$ cat config.mk
export PLATFORM = sky130hd
export DESIGN_NAME = mem_access_unit
export DESIGN_NICKNAME = d
export VERILOG_FILES = /design/src/rtl/mem_access_unit.sv
export SDC_FILE = /design/constraint.sdc
export NUM_CORES = 1
export LEC_CHECK = 0
export ABC_AREA = 1
export CELL_PAD_IN_SITES_DETAIL_PLACEMENT = 1
export CELL_PAD_IN_SITES_GLOBAL_PLACEMENT = 2
export CORE_MARGIN = 10
export CORE_UTILIZATION = 27
export DETAILED_ROUTE_END_ITERATION = 8
export PLACE_DENSITY = 0.83
export SLEW_MARGIN = 20
export SYNTH_ARGS = -nofsm -noshare
export SYNTH_HDL_FRONTEND = slang
export SYNTH_SLANG_ARGS = --single-unit
$ cat constraint.sdc
create_clock -name clk -period 4.7 [get_ports clk]
set_input_delay 0.94 -clock clk [delete_from_list [all_inputs] [get_ports clk]]
set_output_delay 0.94 -clock clk [all_outputs]
set_load 0.02 [all_outputs]
$ cat src/rtl/mem_access_unit.sv
// rtl/mem_access_unit.sv - load/store unit bridging core requests to a fixed-latency memory map
// Four-state FSM: IDLE accepts, ACCESS drives strobes, WAIT counts read latency, DONE responds.
module mem_access_unit #(
   parameter int READ_LATENCY = 1
) (
   input  logic        clk,
   input  logic        reset_n,
   input  logic        req_valid,
   output logic        req_ready,
   input  logic        req_write,
   input  logic [1:0]  req_size,
   input  logic        req_unsigned,
   input  logic [31:0] req_addr,
   input  logic [31:0] req_wdata,
   output logic        rsp_valid,
   output logic [31:0] rsp_rdata,
   output logic        rsp_error,
   output logic [31:0] mem_address,
   output logic [31:0] mem_write_data,
   output logic [3:0]  mem_write_enable,
   input  logic [31:0] mem_read_data
);

   localparam logic [1:0] S_IDLE   = 2'd0;
   localparam logic [1:0] S_ACCESS = 2'd1;
   localparam logic [1:0] S_WAIT   = 2'd2;
   localparam logic [1:0] S_DONE   = 2'd3;
   localparam logic [2:0] WAIT_INIT = 3'(READ_LATENCY - 1);

   logic [1:0]  state_q, state_d;
   logic        write_q, write_d;
   logic [1:0]  size_q, size_d;
   logic        unsigned_q, unsigned_d;
   logic [31:0] addr_q, addr_d;
   logic [31:0] wdata_q, wdata_d;
   logic [2:0]  cnt_q, cnt_d;
   logic [31:0] rdata_q, rdata_d;
   logic        error_q, error_d;

   logic        bad_req;
   logic [31:0] byte_shift;
   logic [7:0]  ld_byte;
   logic [15:0] ld_half;
   logic [31:0] ld_data;
   logic [3:0]  st_strb;
   logic [31:0] st_data;

   always_comb begin
      bad_req = (req_size == 2'b11)
             || (req_size == 2'b01 && req_addr[0])
             || (req_size == 2'b10 && req_addr[1:0] != 2'b00);
   end

   always_comb begin
      byte_shift = mem_read_data >> {addr_q[1:0], 3'b000};
      ld_byte    = byte_shift[7:0];
      ld_half    = addr_q[1] ? mem_read_data[31:16] : mem_read_data[15:0];
      case (size_q)
         2'b00:   ld_data = {{24{~unsigned_q & ld_byte[7]}}, ld_byte};
         2'b01:   ld_data = {{16{~unsigned_q & ld_half[15]}}, ld_half};
         default: ld_data = mem_read_data;
      endcase
   end

   always_comb begin
      case (size_q)
         2'b00: begin
            st_strb = 4'b0001 << addr_q[1:0];
            st_data = {4{wdata_q[7:0]}};
         end
         2'b01: begin
            st_strb = addr_q[1] ? 4'b1100 : 4'b0011;
            st_data = {2{wdata_q[15:0]}};
         end
         default: begin
            st_strb = 4'b1111;
            st_data = wdata_q;
         end
      endcase
   end

   always_comb begin
      state_d    = state_q;
      write_d    = write_q;
      size_d     = size_q;
      unsigned_d = unsigned_q;
      addr_d     = addr_q;
      wdata_d    = wdata_q;
      cnt_d      = cnt_q;
      rdata_d    = rdata_q;
      error_d    = error_q;
      case (state_q)
         S_IDLE: begin
            if (req_valid) begin
               write_d    = req_write;
               size_d     = req_size;
               unsigned_d = req_unsigned;
               addr_d     = req_addr;
               wdata_d    = req_wdata;
               rdata_d    = 32'd0;
               error_d    = bad_req;
               // Faulty requests skip the memory entirely and respond next cycle.
               state_d    = bad_req ? S_DONE : S_ACCESS;
            end
         end
         S_ACCESS: begin
            if (write_q) begin
               state_d = S_DONE;
            end else begin
               cnt_d   = WAIT_INIT;
               state_d = S_WAIT;
            end
         end
         S_WAIT: begin
            if (cnt_q == 3'd0) begin
               rdata_d = ld_data;
               state_d = S_DONE;
            end else begin
               cnt_d = cnt_q - 3'd1;
            end
         end
         default: begin
            rdata_d = 32'd0;
            error_d = 1'b0;
            state_d = S_IDLE;
         end
      endcase
   end

   always_ff @(posedge clk or negedge reset_n) begin
      if (!reset_n) begin
         state_q    <= S_IDLE;
         write_q    <= 1'b0;
         size_q     <= 2'b00;
         unsigned_q <= 1'b0;
         addr_q     <= 32'd0;
         wdata_q    <= 32'd0;
         cnt_q      <= 3'd0;
         rdata_q    <= 32'd0;
         error_q    <= 1'b0;
      end else begin
         state_q    <= state_d;
         write_q    <= write_d;
         size_q     <= size_d;
         unsigned_q <= unsigned_d;
         addr_q     <= addr_d;
         wdata_q    <= wdata_d;
         cnt_q      <= cnt_d;
         rdata_q    <= rdata_d;
         error_q    <= error_d;
      end
   end

   always_comb begin
      req_ready        = (state_q == S_IDLE);
      rsp_valid        = (state_q == S_DONE);
      rsp_rdata        = rsp_valid ? rdata_q : 32'd0;
      rsp_error        = rsp_valid & error_q;
      mem_address      = (state_q == S_ACCESS || state_q == S_WAIT) ? {addr_q[31:2], 2'b00} : 32'd0;
      mem_write_enable = (state_q == S_ACCESS && write_q) ? st_strb : 4'b0000;
      mem_write_data   = (state_q == S_ACCESS && write_q) ? st_data : 32'd0;
   end

endmodule

==> results of run 1 <==
## where the power goes
| part | internal [mW] | leakage, nW | switching (mW) |
|---|---|---|---|
| registers | 1.31 | 1.29 | 0.258 |
| clock network | 0.372 | 0.144 | 0.385 |
| logic | 1.23 | 2.63 | 1.77 |
## through the flow
step	total power, mW	utilization [%]	instance area [um2]
2_1_floorplan	3.39	-	5630
3_3_place_gp	4.60	38.7	7880
3_5_place_dp	4.64	38.7	7880
6_report	5.32	40.2	8180
4_1_cts	5.43	40.1	8170
5_1_grt	5.79	40.1	8170
## metal layers
metal | up-vias | routed length, um | part of all wire (%) | global-route usage, %
met3 | 9 | 2740 | 13 | 8.49
met5 | - | 13 | 0.062 | 0
met1 | 2531 | 8880 | 42 | 19.0
li1 | 2561 | - | - | -
met2 | 179 | 9260 | 44 | 23.8
met4 | 2 | 131 | 0.62 | 2.90
## cell families after synthesis
kind of cell             after synthesis  share of synthesized area (%)
AND/OR/NAND/NOR                      324                           23.3
multiplexers                          55                           11.0
AO/OA/AOI/OAI                         79                           7.54
adder cells (fa/ha/maj)                6                           1.33
buffers and inverters                131                           9.43
other                                  1                         0.0666
flip-flops                           106                           47.1
XOR/XNOR                               1                          0.156
## registers in the layout, indices dropped and copies added, names as in the netlist
signal,count
addr_q,32
cnt_q,3
error_q,1
rdata_q,32
size_q,2
state_q,2
unsigned_q,1
wdata_q,32
write_q,1
## cell usage after synthesis (all sizes together)
cell type / instances
dfrtp: 106
nor3: 3
o32ai: 1
a31oi: 1
o21ai: 35
buf: 20
ha: 6
nor2: 100
clkbuf: 13
nand3: 23
or2: 8
xor2: 1
a211oi: 1
clkinv: 1
nand2: 190
conb: 1
mux2: 55
a21oi: 24
inv: 97
o22ai: 17
## final timing paths
check                                              from                      end  slack, ns  cells after the start
worst max-delay path             state_q[1]$_DFFE_PN0P_      mem_write_enable[3]       0.86                      7
worst min-delay path            rdata_q[20]$_DFFE_PN0P_  rdata_q[20]$_DFFE_PN0P_       0.48                      2
worst max register to register   state_q[0]$_DFFE_PN0P_  rdata_q[10]$_DFFE_PN0P_       2.53                      9
worst min register to register  rdata_q[20]$_DFFE_PN0P_  rdata_q[20]$_DFFE_PN0P_       0.48                      2
max in group asynchronous                       reset_n    addr_q[7]$_DFFE_PN0P_       3.11                      2
min in group asynchronous                       reset_n   rdata_q[2]$_DFFE_PN0P_       0.62                      1
## critical path, cell delays in order, from the launching register on
cell and delay (ns):
dfrtp_1 0.41, inv_1 0.10, ha_1 0.20, nand2_1 0.38, inv_2 0.42, o21ai_0 0.23
a21oi_1 0.17, clkdlybuf4s50_1 0.63
## area by class of cell
type | count | area [um2] | share of cell area (%)
inverters | 98 | 368 | 4.50
repair buffers | 208 | 2070 | 25.3
flip-flops and latches | 106 | 2650 | 32.4
clock inverters | 7 | 62.6 | 0.765
diodes | 4 | 10.0 | 0.122
well taps | 270 | 338 | 4.13
multi-input cells | 467 | 2460 | 30.0
clock buffers | 9 | 225 | 2.75
==> flow_summary.json, run 1 <==
{
  "status": "complete, no violations",
  "grt_pass1_wl_um": 32700,
  "cts_max_path_buffers": 2,
  "rows": 52,
  "first_pass_iters": 4,
  "cp_max_fo": 18,
  "hp-class": "reg2reg",
  "gp_congestion": 0.844,
  "die_area_um2": 27000,
  "hpwlAfterDp_um": 15700,
  "fin_nets": 999,
  "post-route-worst-setup-slack_ns": 0.863,
  "htreeDepth": 3,
  "setup_violations": 0,
  "avgViaCountPerCell": 4.52,
  "cts_tree": "built",
  "drt_iter0_drc": 220,
  "stdcell_count": 1169,
  "synth-seq-cells": 106,
  "start_util_pct": 27.6,
  "layout_common_cells": "clkdlybuf4s50_1, nand2_1, dfrtp_1",
  "drv_slew": 0,
  "synth_top_area_share_pct": 47.1,
  "p_leak_nw": 4.06,
  "syn_area_um2": 5630,
  "drive_gt1_share_pct": 9.39,
  "mostFrequentLayoutCell": "clkdlybuf4s50_1",
  "cts_hold_buf": 0,
  "grt_usage_pct": 15.5,
  "antenna_found_initial": 4,
  "cp-end-kind": "output port",
  "first_global_vias": 5557,
  "postRouteAntennaNets": 0,
  "crit_required_ns": 3.76,
  "grt_max_degree": 82,
  "fill_cells": 2421,
  "cts-resized-gates": 0,
  "crit_arrival_ns": 2.90,
  "clkLatencyLatePin_ns": 0.35,
  "cts_root_buffer": "clkbuf_16",
  "clk_pin_slew_ns": 0.08,
  "syn_inst": 703,
  "drcViolationCount": 0,
  "synth.distinct_cells": 32,
  "cts_buffers": 9,
  "syn_area_per_cell_um2": 8.01,
  "yosysTopAreaCell": "dfrtp_1",
  "cts.sinks": 106,
  "hold_slack_ns": 0.482,
  "port_buffers": 203,
  "vdd_drop_max_mv": 0.317,
  "area_growth_pct": 45.3,
  "synth_warnings": 0,
  "relSlewSlack_pct": 32.7,
  "place_inst": 1149,
  "core_area_um2": 20400,
  "via_count": 5282,
  "cp-start-kind": "register",
  "maxCapViolations": 0,
  "finalHoldViolCount": 0,
  "final.period_utilization_pct": 81.6,
  "yosysSeqAreaShare_pct": 47.1,
  "synthTopCellsByArea": "dfrtp_1, nand2_1, mux2_2",
  "chipHeight_um": 164,
  "gr-total-overflow": 0,
  "powerDensity_nw_per_um2": 651,
  "wl_per_cell_um": 18.0,
  "clock.fmax_ghz": 0.261,
  "rsz0062_at_grt": "false",
  "cts_setup_buffers": 0,
  "setup_tns_ns": 0,
  "pin_count": 206,
  "period_needed_ns": 3.84,
  "die_w_um": 164,
  "crit_type": "reg2out",
  "worst_pin_slew_ns": 1.01,
  "finalClockSkew_ns": 0.00962,
  "place_worst_setup_slack_ns": 1.17,
  "postRouteWirelength_um": 21000
}
No activity file was read; power rests on OpenSTA's default activity.
==> run 2, diff against run 1 <==
--- a/config.mk
+++ b/config.mk
@@ -9,9 +9,9 @@
 export CELL_PAD_IN_SITES_DETAIL_PLACEMENT = 1
 export CELL_PAD_IN_SITES_GLOBAL_PLACEMENT = 2
 export CORE_MARGIN = 10
-export CORE_UTILIZATION = 27
+export CORE_UTILIZATION = 22
 export DETAILED_ROUTE_END_ITERATION = 8
-export PLACE_DENSITY = 0.83
+export PLACE_DENSITY = 0.72
 export SLEW_MARGIN = 20
 export SYNTH_ARGS = -nofsm -noshare
 export SYNTH_HDL_FRONTEND = slang
==> constraint.sdc (replaced) <==
create_clock -name clk -period 3.4 [get_ports clk]
set_input_delay 0.68 -clock clk [delete_from_list [all_inputs] [get_ports clk]]
set_output_delay 0.68 -clock clk [all_outputs]
set_load 0.02 [all_outputs]
==> run 2 against run 1 <==
Critical path depth stayed put. Design area is 2.0% higher. First-iteration DRC count is 9.1% higher. Cell count is 5.6% higher. Clock power is 40% higher. Clock-buffer cell count is 1 higher. Sequential power is 36% higher. Core utilization is 7.0 points lower. Worst hold slack worse by 0.16 ns. Highest routed layer unchanged. Global-route usage is 2.0 points lower. Non-clock buffer count is 8 higher. Worst setup slack worse by 0.54 ns.
==> flow_summary.json, run 2 (synthesized netlist as in run 1, its figures left out) <==
{
  "timing.critical_path.buf_inv": 3,
  "powerDensity_nw_per_um2": 897,
  "grt_max_degree": 67,
  "crit_required_ns": 2.72,
  "setup_violations": 0,
  "cpLargestDelayFamily": "buffers and inverters",
  "vdd_drop_max_mv": 0.400,
  "hold_slack_ns": 0.323,
  "cp_max_fo": 18,
  "antenna_found_initial": 4,
  "reg2reg_from": "state_q[0]$_DFFE_PN0P_",
  "status": "complete, no violations",
  "hpwlAfterDp_um": 16600,
  "crit_type": "reg2out",
  "layout_common_cells": "clkdlybuf4s50_1, nand2_1, dfrtp_1",
  "crit_start": "state_q[1]$_DFFE_PN0P_",
  "clock.fmax_ghz": 0.325,
  "gr-total-overflow": 0,
  "relSlewSlack_pct": 59.2,
  "cp-start-kind": "register",
  "p_leak_nw": 4.11,
  "maxCapViolations": 0,
  "reg2reg_slack_ns": 1.43,
  "place_inst": 1217,
  "cts-resized-gates": 0,
  "slowest_stage": "clkdlybuf4s50_1",
  "mostFrequentLayoutCell": "clkdlybuf4s50_1",
  "drv_slew": 0,
  "first_pass_iters": 4,
  "largest_registers": "addr_q (32), rdata_q (32), wdata_q (32)",
  "area_growth_pct": 48.3,
  "finalInstanceArea_um2": 8350,
  "worst_pin_slew_ns": 0.611,
  "gp_congestion": 0.773,
  "cts_hold_buf": 0,
  "cts_tree": "built",
  "htreeDepth": 3,
  "postRouteAntennaNets": 0,
  "cts.sinks": 106,
  "wl_per_cell_um": 17.8,
  "rr_endpoint": "rdata_q[28]$_DFFE_PN0P_",
  "port_buffers": 203,
  "crit_arrival_ns": 2.40,
  "core_area_um2": 25200,
  "cts_root_buffer": "clkbuf_16",
  "finalClockSkew_ns": 0.00961,
  "rr_worst_depth": 10,
  "drcViolationCount": 0,
  "clkLatencyLatePin_ns": 0.36,
  "final.period_utilization_pct": 90.5,
  "rows": 58,
  "cts_buffers": 9,
  "clk_pin_slew_ns": 0.08,
  "fin_nets": 1007,
  "cp-end-kind": "output port",
  "via_count": 5319,
  "dpl_cell_area_um2": 8050,
  "hp-class": "in2async",
  "period_needed_ns": 3.08,
  "die_w_um": 180,
  "cts_max_path_buffers": 2,
  "rsz0062_at_grt": "false",
  "start_util_pct": 22.3,
  "cts_setup_buffers": 0,
  "stdcell_count": 1235,
  "first_global_vias": 5744,
  "p_total_mw": 7.48,
  "crit_path_max_incr_delay_ns": 0.62,
  "pin_count": 206,
  "cp_cell_sequence": "inv_1, ha_1, nand2_1, inv_2, o21ai_0, a21oi_1, clkdlybuf4s50_1",
  "postRouteWirelength_um": 22000,
  "grt_pass1_wl_um": 34600,
  "finalHoldViolCount": 0,
  "drt_iter0_drc": 240,
  "chipHeight_um": 180,
  "die_area_um2": 32400,
  "avgViaCountPerCell": 4.31,
  "drive_gt1_share_pct": 10.1,
  "setup_tns_ns": 0,
  "grt_usage_pct": 13.5
}
run 2: changes by cell type in the layout (fill, tap and decap cells not counted):
cell,delta
buf_4,+5
buf_12,+3
diode_2,-2
clkbuf_1,+1
clkinv_2,-1
clkinv_4,-1
inv_6,+1
run 2: worst reg2reg max path, delay by kind of cell (launching register included):
kind          cells  cell delay, ns
simple gates      7            0.75
flops             1            0.40
buf+inv           2            0.39
fa+ha+maj         1            0.31
run 2: where the power goes:
group	switching (mW)	internal (mW)	leakage, nW	total [mW]
registers	0.316	1.82	1.29	2.13
logic	2.52	1.77	2.68	4.29
clock network	0.542	0.518	0.142	1.06
total	3.38	4.10	4.11	7.48
run 2: per-stage QoR:
| stage | util [%] | setup slack (ns) |
|---|---|---|
| final | 33.1 | 0.324 |
| after global routing | 33.1 | 0.106 |
| after CTS | 33.1 | 0.283 |
| after detailed placement | 32.0 | 0.699 |
| after global placement | 32.0 | 0.740 |
| after floorplan | - | 1.20 |
run 2: area by class of cell:
cell class / count / area (um2)
clock inverter: 6 / 57.6
inverter: 98 / 368
tap: 330 / 413
antenna: 2 / 5.00
multi-input combinational: 467 / 2460
fill: 2961 / 16800
timing repair buffer: 216 / 2160
sequential: 106 / 2650
clock buffer: 10 / 229
run 2: how the worst max path moves through the flow:
stage	to	slack (ns)	cells after the start
global placement	mem_write_data[15]	0.74	5
CTS	mem_write_enable[3]	0.28	7
floorplan	mem_write_data[15]	1.20	5
global route	mem_write_data[22]	0.11	7
finish	mem_write_enable[3]	0.32	7
detailed placement	mem_write_enable[3]	0.70	7
run 2: per-layer routing:
metal	up-vias	global-route usage (%)	wire length, um
met1	2551	16.3	9760
met2	166	20.9	9720
met3	21	7.07	2290
met5	-	0	34
li1	2575	-	-
met4	6	2.78	219
